### src/rtl/screenchar_write_arbiter.sv
// Round-robin arbiter sharing the screen character memory write port among
// burst-oriented character producers; memory-side outputs are registered.
module screenchar_write_arbiter #(
    parameter int NUM_REQ   = 3,
    parameter int ADDR_W    = 8,
    parameter int DATA_W    = 8,
    parameter int MAX_BURST = 16,
    localparam int OWNER_W  = (NUM_REQ > 1) ? $clog2(NUM_REQ) : 1
) (
    input  logic                      clock,
    input  logic                      resetn,
    input  logic [NUM_REQ-1:0]        req,
    input  logic [NUM_REQ-1:0]        last,
    input  logic [NUM_REQ*ADDR_W-1:0] req_index,
    input  logic [NUM_REQ*DATA_W-1:0] req_data,
    output logic [NUM_REQ-1:0]        grant,
    output logic [OWNER_W-1:0]        owner,
    output logic [ADDR_W-1:0]         mem_wraddress,
    output logic [DATA_W-1:0]         mem_data,
    output logic                      mem_wren,
    output logic                      busy
);

    localparam int CNT_W = $clog2(MAX_BURST);

    typedef enum logic {
        IDLE,
        GRANT
    } state_t;

    state_t             state;
    logic [OWNER_W-1:0] ptr;
    logic [CNT_W-1:0]   beat_cnt;

    logic               pick_found;
    logic [OWNER_W-1:0] pick_idx;
    logic [OWNER_W-1:0] cand;
    logic [ADDR_W-1:0]  owner_addr;
    logic [DATA_W-1:0]  owner_data;
    logic               owner_req;
    logic               owner_last;
    logic               burst_full;
    logic [OWNER_W-1:0] next_ptr;

    // Scan downward so the candidate closest to ptr is the one left standing.
    always_comb begin
        pick_found = 1'b0;
        pick_idx   = '0;
        cand       = '0;
        for (int i = NUM_REQ - 1; i >= 0; i--) begin
            cand = OWNER_W'((int'(ptr) + i) % NUM_REQ);
            if (req[cand]) begin
                pick_found = 1'b1;
                pick_idx   = cand;
            end
        end
    end

    always_comb begin
        owner_addr = '0;
        owner_data = '0;
        for (int i = 0; i < NUM_REQ; i++) begin
            if (int'(owner) == i) begin
                owner_addr = req_index[i*ADDR_W +: ADDR_W];
                owner_data = req_data[i*DATA_W +: DATA_W];
            end
        end
    end

    assign owner_req  = req[owner];
    assign owner_last = last[owner];
    assign burst_full = (beat_cnt == CNT_W'(MAX_BURST - 1));
    assign next_ptr   = (int'(owner) == NUM_REQ - 1) ? '0 : owner + 1'b1;

    // Releasing the port always goes through IDLE, which guarantees the
    // mandatory grant-free cycle between bursts.
    always_ff @(posedge clock or negedge resetn) begin
        if (!resetn) begin
            state         <= IDLE;
            ptr           <= '0;
            beat_cnt      <= '0;
            grant         <= '0;
            owner         <= '0;
            busy          <= 1'b0;
            mem_wraddress <= '0;
            mem_data      <= '0;
            mem_wren      <= 1'b0;
        end else begin
            mem_wren <= 1'b0;
            case (state)
                IDLE: begin
                    if (pick_found) begin
                        grant    <= NUM_REQ'(1) << pick_idx;
                        owner    <= pick_idx;
                        beat_cnt <= '0;
                        busy     <= 1'b1;
                        state    <= GRANT;
                    end
                end
                GRANT: begin
                    if (owner_req) begin
                        mem_wraddress <= owner_addr;
                        mem_data      <= owner_data;
                        mem_wren      <= 1'b1;
                        beat_cnt      <= beat_cnt + 1'b1;
                    end
                    if (!owner_req || owner_last || burst_full) begin
                        grant <= '0;
                        busy  <= 1'b0;
                        ptr   <= next_ptr;
                        state <= IDLE;
                    end
                end
                default: state <= IDLE;
            endcase
        end
    end

endmodule

### config.mk
export PLATFORM = sky130hd
export DESIGN_NAME = screenchar_write_arbiter
export DESIGN_NICKNAME = d
export VERILOG_FILES = /design/src/rtl/screenchar_write_arbiter.sv
export SDC_FILE = /design/constraint.sdc
export NUM_CORES = 1
export LEC_CHECK = 0
export ABC_AREA = 1
export CORE_ASPECT_RATIO = 1.75
export CORE_MARGIN = 8
export CORE_UTILIZATION = 50
export DETAILED_ROUTE_END_ITERATION = 10
export DONT_BUFFER_PORTS = 1
export PLACE_DENSITY_LB_ADDON = 0.3
export SYNTH_ARGS = -nofsm -noshare
export SYNTH_HDL_FRONTEND = slang
export SYNTH_SLANG_ARGS = --single-unit
### constraint.sdc
create_clock -name clock -period 2.69 [get_ports clock]
set_input_delay 0.538 -clock clock [delete_from_list [all_inputs] [get_ports clock]]
set_output_delay 0.538 -clock clock [all_outputs]
set_load 0.03 [all_outputs]
==> results of run 1 <==
[cell type report]
class                   count  area [um2]
clock buffers               6        82.6
clock inverters             2        12.5
fillers                   339        1480
inverters                  16        60.1
multi-input cells         198         878
flip-flops and latches     30         751
well taps                  45        56.3
repair buffers              4        42.5
[layer usage]
metal | track usage (%) | vias up
met5 | 0 | -
met4 | 8.61 | 0
met3 | 7.41 | 9
met2 | 25.7 | 69
met1 | 17.7 | 695
li1 | - | 788
[synth_stat cells (all sizes together)]
cell type and n:
a21boi 1, a21oi 5, buf 5, clkbuf 2, dfrtp 30, ha 4, inv 16, nand2 141
nand3 33, nand3b 1, nand4 1, nor2 8, o21ai 4
[flip-flops by register name (all words and copies together), names as in the netlist]
name and cells:
mem_data 8, mem_wraddress 8, beat_cnt 4, grant 3, owner 2, ptr 2
busy 1, mem_wren 1, state 1
[cell families (layout without fill, tap and decap cells)]
| kind of cell | Yosys count | count (layout) | share of synthesized area, % |
|---|---|---|---|
| AO/OA/AOI/OAI | 10 | 10 | 3.45 |
| flip-flops | 30 | 30 | 43.1 |
| buffers and inverters | 23 | 28 | 6.53 |
| AND/OR/NAND/NOR | 184 | 184 | 44.1 |
| adder cells (fa/ha/maj) | 4 | 4 | 2.87 |
[power by group through the flow]
| stage | sequential [mW] | clock (mW) | combinational (mW) |
|---|---|---|---|
| final | 1.10 | 0.379 | 0.986 |
| after global routing | 1.13 | 0.412 | 1.16 |
| after CTS | 1.11 | 0.386 | 0.997 |
| after detailed placement | 1.12 | 0 | 0.982 |
| after global placement | 1.12 | 0 | 0.962 |
| after floorplan | 1.06 | 0 | 0.832 |
[cells in the final DEF, fill, tap and decap left out]
master / Yosys / final
sky130_fd_sc_hd__nand2_1: 138 / 138
sky130_fd_sc_hd__nand3_1: 32 / 32
sky130_fd_sc_hd__dfrtp_1: 30 / 30
sky130_fd_sc_hd__inv_1: 14 / 14
sky130_fd_sc_hd__clkbuf_8: 0 / 6
sky130_fd_sc_hd__nor2_1: 5 / 5
sky130_fd_sc_hd__o21ai_0: 4 / 4
sky130_fd_sc_hd__ha_1: 4 / 4
sky130_fd_sc_hd__nand2_2: 3 / 3
sky130_fd_sc_hd__a21oi_1: 3 / 3
sky130_fd_sc_hd__buf_4: 1 / 3
sky130_fd_sc_hd__nor2_4: 2 / 2
sky130_fd_sc_hd__inv_2: 2 / 2
sky130_fd_sc_hd__a21oi_2: 2 / 2
sky130_fd_sc_hd__nor2_2: 1 / 1
sky130_fd_sc_hd__nand3_2: 1 / 1
sky130_fd_sc_hd__nand3b_1: 1 / 1
sky130_fd_sc_hd__nand4_1: 1 / 1
sky130_fd_sc_hd__a21boi_0: 1 / 1
sky130_fd_sc_hd__clkinvlp_4: 0 / 1
sky130_fd_sc_hd__clkinv_2: 0 / 1
sky130_fd_sc_hd__buf_12: 0 / 1
[metrics by stage]
step,utilization [%],setup slack [ns],cell area [um2],cells
after floorplan,-,1.07,1740,251
after global placement,52.6,0.752,1770,292
after detailed placement,52.6,0.692,1770,292
after CTS,56.0,0.667,1880,301
after global routing,56.0,0.505,1880,301
final,56.0,0.684,1880,301
[worst paths after layout]
kind,from,end,slack (ns),cells after the start
worst min-delay path,resetn,grant[0],0.07,1
min in group clock,req_data[17],mem_data[1],0.46,4
max in group asynchronous,resetn,mem_wren,2.46,1
worst max register to register,owner[1],beat_cnt[3],0.68,9
worst max-delay path,owner[1],beat_cnt[3],0.68,9
worst min register to register,beat_cnt[0],beat_cnt[0],0.53,1
==> flow_results.org, run 1 <==
** Critical path
- Startpoint Class :: flip-flop
- Endpoint class of the critical path :: flip-flop
- STA puts the critical path data required time at 2.87 ns.
- The signal on the critical path passes through inv_1 -> nor2_4 -> nand2_1 -> nand3_2 -> nand2_2 -> inv_2 -> nand3_1 -> nand2_1 -> a21oi_2.
- Worst EP arrival :: about 2.2 ns
- Critical-path top delay cell :: sky130_fd_sc_hd__dfrtp_1
- The most numerous cell type found on the critical path is sky130_fd_sc_hd__nand2_1.
- Gate family responsible for the most delay along the worst path :: simple AND/OR/NAND/NOR gates
- Worst Setup Path Type :: flip-flop to flip-flop
- CP bufs+invs :: 2
- Of all nets on the critical path, the largest fanout is 22.
- Max stage delay on crit path :: ~0.60 ns

** Clocking
- Cell at the root of the clock tree :: sky130_fd_sc_hd__clkbuf_8
- After clock tree synthesis, the clock-pin slew on the worst setup and hold paths is 0.06 ns.
- Buffers from clock root to sink, at most :: 2
- For this design, the sink count on the clock tree is 30.
- Number of buffers inserted by hold repair at cts :: 1
- Post-CTS setup buffer count :: 0
- TritonCTS built the clock tree.
- After clock tree synthesis, the repair step resized 0 gates.
- Number of H-tree levels :: 2
- Clock latency on the worst-skew pair :: ~0.28 ns
- Num CTS Buffers :: 5

** Pwr
- The worst-case IR drop observed on VDD is between 0.5 and 0.6 mV.
- Switching Power :: 1.29 mW
- In this run the static leakage power is around 1.0 nW.
- Total Power :: roughly 2.5 mW
- Sequential cells burn 44.7% of the power.
- Power spread over the standard cell area amounts to around 1300 nW/um2.
- Combinational logic is responsible for roughly two fifths of the overall power.
- Clock network power share :: between 10% and 20%
- Cell internal power was estimated by the tool at between 1 and 1.5 mW.
- Net switching is 52.3% of the power.

** Global routing
- The first global-routing pass estimated 7040 um of wire.
- The total overflow left after global routing is 0.
- The initial antenna violation count is 0.
- Entering global routing, the biggest net connects 31 pins.
- The number of global-route vias before repair was roughly 1600.
- Global routing consumed, over all layers together, between 10% and 20% of the routing resources.

** STA
- The worst pin sits at a relative slew slack of ~69%.
- Hold WS :: ~0.07 ns
- Final critical-path required period :: 2.01 ns
- Final Hold Vio Count :: 0
- Number of setup violations in the final report :: 0
- Slew Viols, Final :: 0
- Clock Skew :: 0.00222 ns
- Maximum clock frequency :: 498 MHz
- In the final timing run, aggregate negative setup slack is 0 ns.
- Worst slew pin tran :: ~0.46 ns
- Setup repair after global routing left no endpoint under its margin.
- Period Utilization, post-route :: 74.6%

** Placed design
- Post-detailed-placement half-perimeter wirelength :: 3340 um
- Weighted congestion at the end of routability-driven global placement :: 0.863
- In this run the tool buffered the top-level ports with 0 buffer cells.

** Floorplanning
- During I/O placement, the number of pins put on the boundary was between 70 and 80.
- Measured along the y axis, the die boundary spans ~94 um.
- In this run the standard cell core region covers roughly 3400 um2.
- Initial standard-cell utilization of the core :: between 50% and 60%
- Area enclosed by the die boundary :: around 5700 um2
- The floorplan has 28 rows.
- In this run the horizontal extent of the chip is 60.6 um.

** Cells and area
- In the final layout, the share of cells above drive strength 1 is 8.98%.
- In the final design database the tool counted about 320 nets.
- 0 antenna diodes ended up in the layout.
- Area grow syn2layout :: 8.04%

** Route
- Summed over all layers, the routed wires come to between 4000 and 5000 um.
- After detailed routing, the wire length on met1 is between 1500 and 2000 um.
- Total number of vias :: ~1600
- Highest routed metal layer :: met4
- In the final routed layout, each cell accounts on average for between 10 and 15 um.
- Number of nets with antenna violations after routing :: 0
- Count of unresolved DRC violations after routing :: 0
- Via-per-instance ratio :: 5.19
- Routed length on met3 :: approximately 430 um
- DR WL met2 :: ~2200 um
- The first detailed-routing pass took 4 iterations.
- The detailed router finished its first iteration with 42 violations.

** Yosys
- After synthesis, the largest area contributor takes up between 40% and 50% of total cell area.
- During synthesis, Yosys emitted a total of 0 warnings.
- Of all cell types, the one taking the most synthesized area is sky130_fd_sc_hd__dfrtp_1.
- Sequential share of the synthesized area :: a little over two fifths
- After synthesis the cells add up to approximately 1700 um2.
- In this run, distinct cell masters in the synthesized netlist total 21.
- Number of register bits inferred by synthesis :: 30
- Cells after synthesis :: roughly 250
- Counting every net in the synthesized netlist gives 311.
- Averaged over all synthesized cells, the footprint is 6.94 um2.
- Top area cells in the synthesized netlist :: sky130_fd_sc_hd__dfrtp_1, sky130_fd_sc_hd__nand2_1, sky130_fd_sc_hd__nand3_1, sky130_fd_sc_hd__inv_1, sky130_fd_sc_hd__ha_1

** Outcome
- The flow ran to the end, and the final reports show no timing, DRC or antenna violations.

** Flow run
- Number of violations of the max-capacitance limit :: 0

** Worst hold path
- Hold crit path type :: input port to asynchronous set/reset pin
(Power assumes the default switching activity.)
==> run 2, diff against run 1 <==
--- a/config.mk
+++ b/config.mk
@@ -5,7 +5,7 @@
 export SDC_FILE = /design/constraint.sdc
 export NUM_CORES = 1
 export LEC_CHECK = 0
-export ABC_AREA = 1
+export ABC_AREA = 0
 export CORE_ASPECT_RATIO = 1.75
 export CORE_MARGIN = 8
 export CORE_UTILIZATION = 50
==> constraint.sdc (replaced) <==
create_clock -name clock -period 2.1 [get_ports clock]
set_input_delay 0.42 -clock clock [delete_from_list [all_inputs] [get_ports clock]]
set_output_delay 0.42 -clock clock [all_outputs]
set_load 0.03 [all_outputs]
==> run 2 against run 1 <==
  * Register-to-register slack worse by 0.53 ns
  * Core utilization grew 0.78 points
  * Global-route usage grew 0.16 points
  * Sequential share of layout area fell by 0.55 points
  * Critical path depth decreased by 2
  * Sequential power rose by 30%
  * Non-clock buffer count increased by 7
  * Clock power up 24%
  * Wire length rose by 3.0%
  * Synthesized area is 0.50% lower
  * Highest routed layer unchanged
  * Die area down 0.39%
==> flow_results.org, run 2 <==
** Outcome
- Outcome :: completed (unchanged)

** Floorplanning
- The width of the chip is 60.5 um (was 60.6 um).
- The number of top-level pins came to 79 (unchanged).
- Initial standard-cell utilization of the core :: 51.6% (was 51.8%)
- Placeable core region :: 3360 um2 (unchanged)
- The vertical die dimension came to 93.9 um (was 94.1 um).
- Area enclosed by the die boundary :: 5680 um2 (was 5710 um2)
- The number of rows in the core area came to 28 (unchanged).

** STA
- The worst slack on hold paths came to 0.340 ns (was 0.0699 ns).
- Final critical-path required period :: 1.95 ns (was 2.01 ns)
- The final clock period utilization by the worst path is 92.7% (was 74.6%).
- Slew Viols, Final :: 0 (unchanged)
- PnR worst setup slack :: 0.153 ns (was 0.684 ns)
- Clock Skew :: 0.00622 ns (was 0.00222 ns)
- The final number of hold-violating endpoints was 0 (unchanged).
- Slew margin rel. :: 58.8% (was 69.4%)
- RSZ-0062 raised after global routing :: no (unchanged)
- Number of setup violations in the final report :: 0 (unchanged)
- Total negative setup slack :: 0 ns (unchanged)
- Maximum clock frequency :: 514 MHz (was 498 MHz)
- The worst-margin pin slew came to 0.618 ns (was 0.460 ns).

** Cells and area
- Finished Core Util :: 56.8% (was 56.0%)
- The layout-stage area growth over the synthesis result was 10.1% (was 8.04%).
- The ratio of cells with drive above 1 in the final layout came to 10.6% (was 8.98%).
- Count of filler cells inserted in the layout :: 322 (was 339)
- Antenna Cells :: 0 (unchanged)
- Regs by FF count: mem_data x8, mem_wraddress x8, beat_cnt x4 (unchanged).
- Total number of nets in the final design :: 258 (was 315)
- Leading cell types in the layout, fill and taps excluded: sky130_fd_sc_hd__dfrtp_1, sky130_fd_sc_hd__nand2_1, sky130_fd_sc_hd__nor2_1 (was sky130_fd_sc_hd__nand2_1, sky130_fd_sc_hd__nand3_1, sky130_fd_sc_hd__dfrtp_1).
- Most frequent standard cell in the layout excluding fill and tap cells :: sky130_fd_sc_hd__dfrtp_1 (was sky130_fd_sc_hd__nand2_1)

** Yosys
- The async set-or-reset flop fraction in the synthesized netlist is 100% (unchanged).
- Top cells by instance count after synthesis :: sky130_fd_sc_hd__dfrtp_1, sky130_fd_sc_hd__nand2_1, sky130_fd_sc_hd__nor2_1 (was sky130_fd_sc_hd__nand2_1, sky130_fd_sc_hd__nand3_1, sky130_fd_sc_hd__dfrtp_1)
- Post-synthesis instance area :: 1730 um2 (was 1740 um2)
- Number of register bits inferred by synthesis :: 30 (unchanged)
- The mean instance size in the synthesized netlist was 9.03 um2 (was 6.94 um2).
- Top area cells in the synthesized netlist :: sky130_fd_sc_hd__dfrtp_1, sky130_fd_sc_hd__mux2i_1, sky130_fd_sc_hd__nand2_1, sky130_fd_sc_hd__o21ai_0, sky130_fd_sc_hd__a21oi_1 (was sky130_fd_sc_hd__dfrtp_1, sky130_fd_sc_hd__nand2_1, sky130_fd_sc_hd__nand3_1, sky130_fd_sc_hd__inv_1, sky130_fd_sc_hd__ha_1)
- Number of synthesized flops with an enable pin :: 0 (unchanged)
- The most frequent cell after synthesis is sky130_fd_sc_hd__dfrtp_1 (was sky130_fd_sc_hd__nand2_1).
- Synth top area share :: 43.3% (was 43.1%)
- Post-Syn Nets :: 252 (was 311)
- The most common flop cell mapped by yosys is sky130_fd_sc_hd__dfrtp_1 (unchanged).
- The post-synthesis cell count came to 192 (was 251).
- The portion of the post-synthesis area used by sequential elements is 43.3% (was 43.1%).
- The number of warnings issued by yosys came to 0 (unchanged).
- The number of distinct library cells after synthesis is 35 (was 21).
- The post-synthesis cell type with the largest combined area is sky130_fd_sc_hd__dfrtp_1 (unchanged).

** Critical path
- The launching element type of the critical path is a flip-flop (unchanged).
- The largest fanout of any net on the critical path came to 9 (was 22).
- The depth of the worst register-to-register path was 7 (was 9).
- Worst Setup Path Type :: flip-flop to flip-flop (unchanged)
- The data arrival time of the worst path came to 2.11 ns (was 2.19 ns).
- The number of cells on the critical path is 7 (was 9).
- Worst path cell trace: inv_1 -> ha_1 -> a22o_1 -> a211o_1 -> a22oi_4 -> nor2_1 -> a21o_1 (was inv_1 -> nor2_4 -> nand2_1 -> nand3_2 -> nand2_2 -> inv_2 -> nand3_1 -> nand2_1 -> a21oi_2).
- The required time of the critical path came to 2.26 ns (was 2.87 ns).
- The number of buffers and inverters on the critical path came to 1 (was 2).
- The standard cell with the maximum stage delay on the critical path is sky130_fd_sc_hd__dfrtp_1 (unchanged).
- The sort of element at the end of the critical path was a flip-flop (unchanged).
- Max stage delay on crit path :: 0.37 ns (was 0.60 ns)
- The largest delay contributor family on the critical path is compound AO/OA/AOI/OAI gates (was simple AND/OR/NAND/NOR gates).

** Global routing
- Number of global-route vias before repair :: 1536 (was 1557)
- Remaining global-route overflow :: 0 (unchanged)
- Largest net degree at the start of global routing :: 31 (unchanged)
- The first-pass GRT wire length was 7190 um (was 7040 um).
- The overall track demand over capacity in global routing was 16.6% (was 16.4%).
- Number of antenna violations at the first check in global routing :: 0 (unchanged)

** Route
- Via-per-instance ratio :: 5.74 (was 5.19)
- The number of nets still failing antenna checks after routing is 0 (unchanged).
- The DRC violations left came to 0 (unchanged).
- Post-DR wirelength/cell :: 18.5 um (was 14.6 um)
- Number of search-and-repair iterations in the first detailed-routing pass :: 4 (unchanged)
- Total wirelength of the detailed-routed design :: 4520 um (was 4390 um)
- Total number of vias :: 1401 (was 1561)
- Starting DRC count in detailed routing :: 60 (was 42)

** Clocking
- Cell at the root of the clock tree :: sky130_fd_sc_hd__clkbuf_8 (unchanged)
- The TritonCTS buffer count came to 5 (unchanged).
- The source-to-sink clock delay at the later pin of the worst-skew pair came to 0.27 ns (was 0.28 ns).
- Clock tree sinks :: 30 (unchanged)
- The H-tree level count came to 2 (unchanged).
- Resized cells post-CTS :: 0 (unchanged)
- The clock transition time at the flip-flop clock pins of the worst setup and hold paths was 0.06 ns (about the same).
- The clock tree from TritonCTS was done (unchanged).
- Buffers from clock root to sink, at most :: 2 (unchanged)

** Worst hold path
- The path type of the worst min-delay path is input port to flip-flop (was input port to asynchronous set/reset pin).
- Worst hold path depth :: 2

** Placed design
- The routability congestion estimate from global placement came to 0.875 (was 0.863).
- The detailed-placement wirelength estimate came to 3580 um (was 3340 um).
- The worst setup slack before clock tree synthesis came to 0.167 ns (was 0.692 ns).
- The number of buffers inserted by port buffering came to 0 (unchanged).

** Pwr
- Total Power :: 3.52 mW (was 2.47 mW)
- Worst-case vdd ir drop :: 0.955 mV (was 0.581 mV)
- The cell leakage power came to 0.894 nW (was 1.03 nW).
- The power per standard cell area came to 1840 nW/um2 (was 1310 nW/um2).

** Flow run
- The max-capacitance violation count is 0 (unchanged).
-- run 2: cell types whose count changed after synthesis, sizes merged, moves of 12 or more --
cell / previous run / this run
nand2: 141 / 27
nand3: 33 / 5
mux2i: 0 / 19
o21ai: 4 / 21
nor2: 8 / 21
a21oi: 5 / 17
-- run 2: final cells by class --
type | instances | area, um2 | area share [%]
Clock buffer | 7 | 86.3 | 4.52
Clock inverter | 1 | 5.00 | 0.262
Inverter | 7 | 26.3 | 1.38
Multi-Input combinational cell | 143 | 887 | 46.5
Sequential cell | 30 | 751 | 39.3
Tap cell | 45 | 56.3 | 2.95
Timing Repair Buffer | 11 | 97.6 | 5.11
-- run 2: logic make-up (layout without fill, tap and decap cells) --
family                     after synthesis  after routing  share of synthesized area, %
and+or+nand+nor                         61             61                          14.9
DFF                                     30             30                          43.3
muxes                                   19             19                          11.0
AOI/OAI and AO/OA                       57             57                          21.4
buffers and inverters                   19             26                          5.55
adders and majority gates                4              4                          2.89
xor gates and xnor gates                 2              2                          1.01
-- run 2: what timing repair did --
action	CTS	global route
setup buffers	0	0
hold endpoints to repair	30	0
hold buffers	2	0
-- run 2: worst paths after layout --
| check | start | slack [ns] | to |
|---|---|---|---|
| setup reg to reg | ptr[0] | 0.15 | owner[1] |
| hold reg to reg | beat_cnt[1] | 0.53 | beat_cnt[1] |
| min in group asynchronous | resetn | 0.59 | mem_data[5] |
| max in group asynchronous | resetn | 1.35 | state |
| setup / recovery | ptr[0] | 0.15 | owner[1] |
| hold / removal | req_index[16] | 0.34 | mem_wraddress[0] |
-- run 2: worst register-to-register path, delay by kind of cell (launching register included) --
family / cells / cell delay, ns
buffers and inverters: 1 / 0.08
flip-flops: 1 / 0.37
adder cells (fa/ha/maj): 1 / 0.26
AND/OR/NAND/NOR: 1 / 0.11
AO/OA/AOI/OAI: 4 / 1.02
-- run 2: layer usage --
metal  up-vias  share of wire (%)  GRT usage [%]
met2        68                 51           28.3
met5         -                  0              0
met4         0                2.9           8.61
met1       644                 37           15.8
met3        14                9.8           7.68
li1        675                  -              -
-- run 2: stage by stage --
step / cell area [um2] / std cells
after detailed placement: 1790 / 234
after global placement: 1790 / 234
final: 1910 / 244
after CTS: 1910 / 244
after global routing: 1910 / 244
after floorplan: 1730 / 192
-- run 2: where the power goes --
group | switching [mW] | internal [mW]
combinational | 0.960 | 0.659
clock | 0.205 | 0.264
sequential | 0.593 | 0.839
total | 1.76 | 1.76
==> run 3, diff against run 2 <==
--- a/config.mk
+++ b/config.mk
@@ -6,9 +6,11 @@
 export NUM_CORES = 1
 export LEC_CHECK = 0
 export ABC_AREA = 0
+export CELL_PAD_IN_SITES_DETAIL_PLACEMENT = 0
+export CELL_PAD_IN_SITES_GLOBAL_PLACEMENT = 1
 export CORE_ASPECT_RATIO = 1.75
 export CORE_MARGIN = 8
-export CORE_UTILIZATION = 50
+export CORE_UTILIZATION = 45
 export DETAILED_ROUTE_END_ITERATION = 10
 export DONT_BUFFER_PORTS = 1
 export PLACE_DENSITY_LB_ADDON = 0.3
==> run 3 against run 2 <==
  * Sequential power about the same
  * First-iteration DRC count decreased by 12%
  * Combinational power about the same
  * Sequential cell count unchanged
  * Cell count increased by 1.2%
  * Fmax increased by 1.9%
  * Core utilization decreased by 5.8 points
  * Via count increased by 1.7%
  * Global-route usage decreased by 1.7 points
  * Largest cell class unchanged
  * Highest routed layer unchanged
==> flow_results.org, run 3 (synthesis gave the netlist of run 2 again) <==
** STA
- The final count of negative-setup-slack endpoints was 0 (unchanged).
- The worst-margin pin slew was 0.588 ns (was 0.618 ns).
- Slew Viols, Final :: 0 (unchanged)
- Maximum clock frequency :: 524 MHz (was 514 MHz)
- RSZ-0062 raised after global routing: no (unchanged).
- PnR worst setup slack :: 0.190 ns (was 0.153 ns)
- Final Hold Vio Count :: 0 (unchanged)
- The time the worst path needs with I/O delays and setup was 1.91 ns (was 1.95 ns).
- Period Utilization, post-route :: 90.9% (was 92.7%)
- Total negative setup slack :: 0 ns (unchanged)
- Clock Skew :: 0.00768 ns (was 0.00622 ns)
- Slew margin rel. :: 60.8% (was 58.8%)

** Cells and area
- The register area was 751 um2 (unchanged).
- Most frequent standard cell in the layout excluding fill and tap cells :: sky130_fd_sc_hd__dfrtp_1 (unchanged)
- The layout-stage area growth over the synthesis result came to 11.3% (was 10.1%).
- The final net count came to 258 (unchanged).
- The utilization of the core after routing came to 50.9% (was 56.8%).
- Antenna Cells :: 0 (unchanged)
- Leading cell types in the layout, fill and taps excluded :: sky130_fd_sc_hd__dfrtp_1, sky130_fd_sc_hd__nand2_1, sky130_fd_sc_hd__nor2_1 (unchanged)
- Count of filler cells inserted in the layout :: 368 (was 322)
- The final design instance area without fill came to 1930 um2 (was 1910 um2).
- Layout cell share with drive strength beyond 1 :: 11.1% (was 10.6%)
- Regs by FF count :: mem_data x8, mem_wraddress x8, beat_cnt x4 (unchanged)
- Multi-input combinational cell area :: 887 um2 (unchanged)

** Placed design
- The routability congestion estimate from global placement came to 0.800 (was 0.875).
- The post-detailed-placement cell area is 1790 um2 (about the same).
- The detailed-placement wirelength estimate came to 3560 um (was 3580 um).
- Placement Setup Slack :: 0.174 ns (was 0.167 ns)
- The number of buffers inserted by port buffering came to 0 (unchanged).

** Floorplanning
- Placeable core region :: 3790 um2 (was 3360 um2)
- The width of the chip is 62.9 um (was 60.5 um).
- The effective utilization at floorplan came to 45.7% (was 51.6%).
- Area enclosed by the die boundary :: 6170 um2 (was 5680 um2)
- The number of rows in the core area came to 30 (was 28).
- Die height :: 98.1 um (was 93.9 um)
- The number of top-level pins is 79 (unchanged).

** Worst hold path
- Hold crit path type :: input port to flip-flop (unchanged)
- Worst hold path startpoint :: req_data[20] (was req_index[16])

** Pwr
- The worst vdd rail ir drop came to 0.921 mV (was 0.955 mV).
- Power per cell area :: 1860 nW/um2 (was 1840 nW/um2)
- Static power due to leakage :: 0.904 nW (was 0.894 nW)

** Route
- The detailed-route wire length per cell was 17.9 um (was 18.5 um).
- Total wirelength of the detailed-routed design :: 4410 um (was 4520 um)
- The number of detailed-route iterations in the first pass was 4 (unchanged).
- The number of nets still failing antenna checks after routing is 0 (unchanged).
- Via-per-instance ratio :: 5.77 (was 5.74)
- The DRC violations left was 0 (unchanged).
- Starting DRC count in detailed routing :: 53 (was 60)
- Total number of vias :: 1425 (was 1401)

** Clocking
- Buffers from clock root to sink, at most :: 2 (unchanged)
- The number of sinks on the clock net was 30 (unchanged).
- The H-tree level count was 2 (unchanged).
- The clock tree root buffer cell is sky130_fd_sc_hd__clkbuf_8 (unchanged).
- Clock latency on the worst-skew pair :: 0.28 ns (was 0.27 ns)
- The TritonCTS buffer count is 5 (unchanged).
- Post-CTS setup buffer count :: 0 (unchanged)
- Clock-pin slew on the worst setup and hold paths :: 0.07 ns (was 0.06 ns)
- TritonCTS clock tree :: done (unchanged)

** Critical path
- The standard cell with the maximum stage delay on the critical path was sky130_fd_sc_hd__dfrtp_1 (unchanged).
- The required time of the critical path came to 2.27 ns (was 2.26 ns).
- Max Fanout on Critical Path :: 9 (unchanged)
- Worst Setup Path Type :: flip-flop to flip-flop (unchanged)
- The launching element type of the critical path was a flip-flop (unchanged).
- Endpoint class of the critical path :: flip-flop (unchanged)
- The data arrival time of the worst path was 2.08 ns (was 2.11 ns).
- The peak per-stage delay on the critical path came to 0.37 ns (about the same).
- The launching point of the worst reg2reg path is ptr[0] (unchanged).
- Worst path cell trace :: inv_1 -> ha_1 -> a22o_1 -> a211o_1 -> a22oi_4 -> nor2_1 -> a21o_1 (unchanged)
- Startpoint of the worst setup timing path :: ptr[0] (unchanged)

** Global routing
- Wire length of the first global-routing pass :: 7380 um (was 7190 um)
- The maximum number of pins on one net before global-route repair came to 31 (unchanged).
- Number of antenna violations at the first check in global routing :: 0 (unchanged)
- The number of global-route vias before repair was 1581 (was 1536).
- The residual overflow from global routing is 0 (unchanged).
- The overall track demand over capacity in global routing was 14.8% (was 16.6%).

** Flow run
- Number of violations of the max-capacitance limit :: 0 (unchanged)

** Outcome
- Outcome: completed (unchanged).
run 3: cell count changes in the layout (fill, tap and decap cells not counted), sizes merged:
cell | before | now
clkinv | 1 | 2
clkbuf | 7 | 5
bufinv | 0 | 1
run 3: what timing repair did:
| item | 4_1_cts | 5_1_grt |
|---|---|---|
| hold endpoints to repair | 30 | 0 |
| gates resized for setup | 0 | 0 |
| hold buffers | 2 | 0 |
run 3: worst max-delay path, delay by kind of cell (launching register included):
kind,cells,cell delay (ns)
compound gates,4,1.00
fa+ha+maj,1,0.27
buf+inv,1,0.07
flops,1,0.37
simple gates,1,0.11
run 3: where the power goes:
part / switching (mW) / internal [mW]
sequential: 0.590 / 0.840
clock: 0.207 / 0.348
combinational: 0.947 / 0.662
run 3: path summary, 6_finish.rpt:
| check | end | slack [ns] | cells past startpoint |
|---|---|---|---|
| setup / recovery | grant[2] | 0.19 | 7 |
| hold / removal | mem_data[4] | 0.34 | 2 |
| setup reg to reg | grant[2] | 0.19 | 7 |
| hold reg to reg | ptr[0] | 0.52 | 2 |
| max in group asynchronous | mem_wraddress[1] | 1.36 | 2 |
| min in group asynchronous | mem_data[3] | 0.58 | 2 |
run 3: layer usage:
metal	vias up	global-route usage [%]	wire length, um
li1	676	-	-
met1	664	13.4	1520
met2	69	26.1	2300
met3	16	6.77	419
met4	0	8.83	178
met5	-	0	0
run 3: layout make-up:
| cell class | instances | share of cell area, % |
|---|---|---|
| multi-input cells | 143 | 45.9 |
| flip-flops and latches | 30 | 38.9 |
| repair buffers | 11 | 5.06 |
| clock buffers | 5 | 3.56 |
| well taps | 48 | 3.11 |
| clock inverters | 3 | 2.07 |
| inverters | 7 | 1.36 |
run 3: metrics by stage:
| stage | power, mW | hold WS, ns | std cells |
|---|---|---|---|
| after detailed placement | 3.07 | 0.125 | 237 |
| after global routing | 3.91 | 0.353 | 247 |
| final | 3.59 | 0.342 | 247 |
| after CTS | 3.65 | 0.336 | 247 |
| after global placement | 3.00 | 0.125 | 237 |
| after floorplan | 2.69 | 0.124 | 192 |
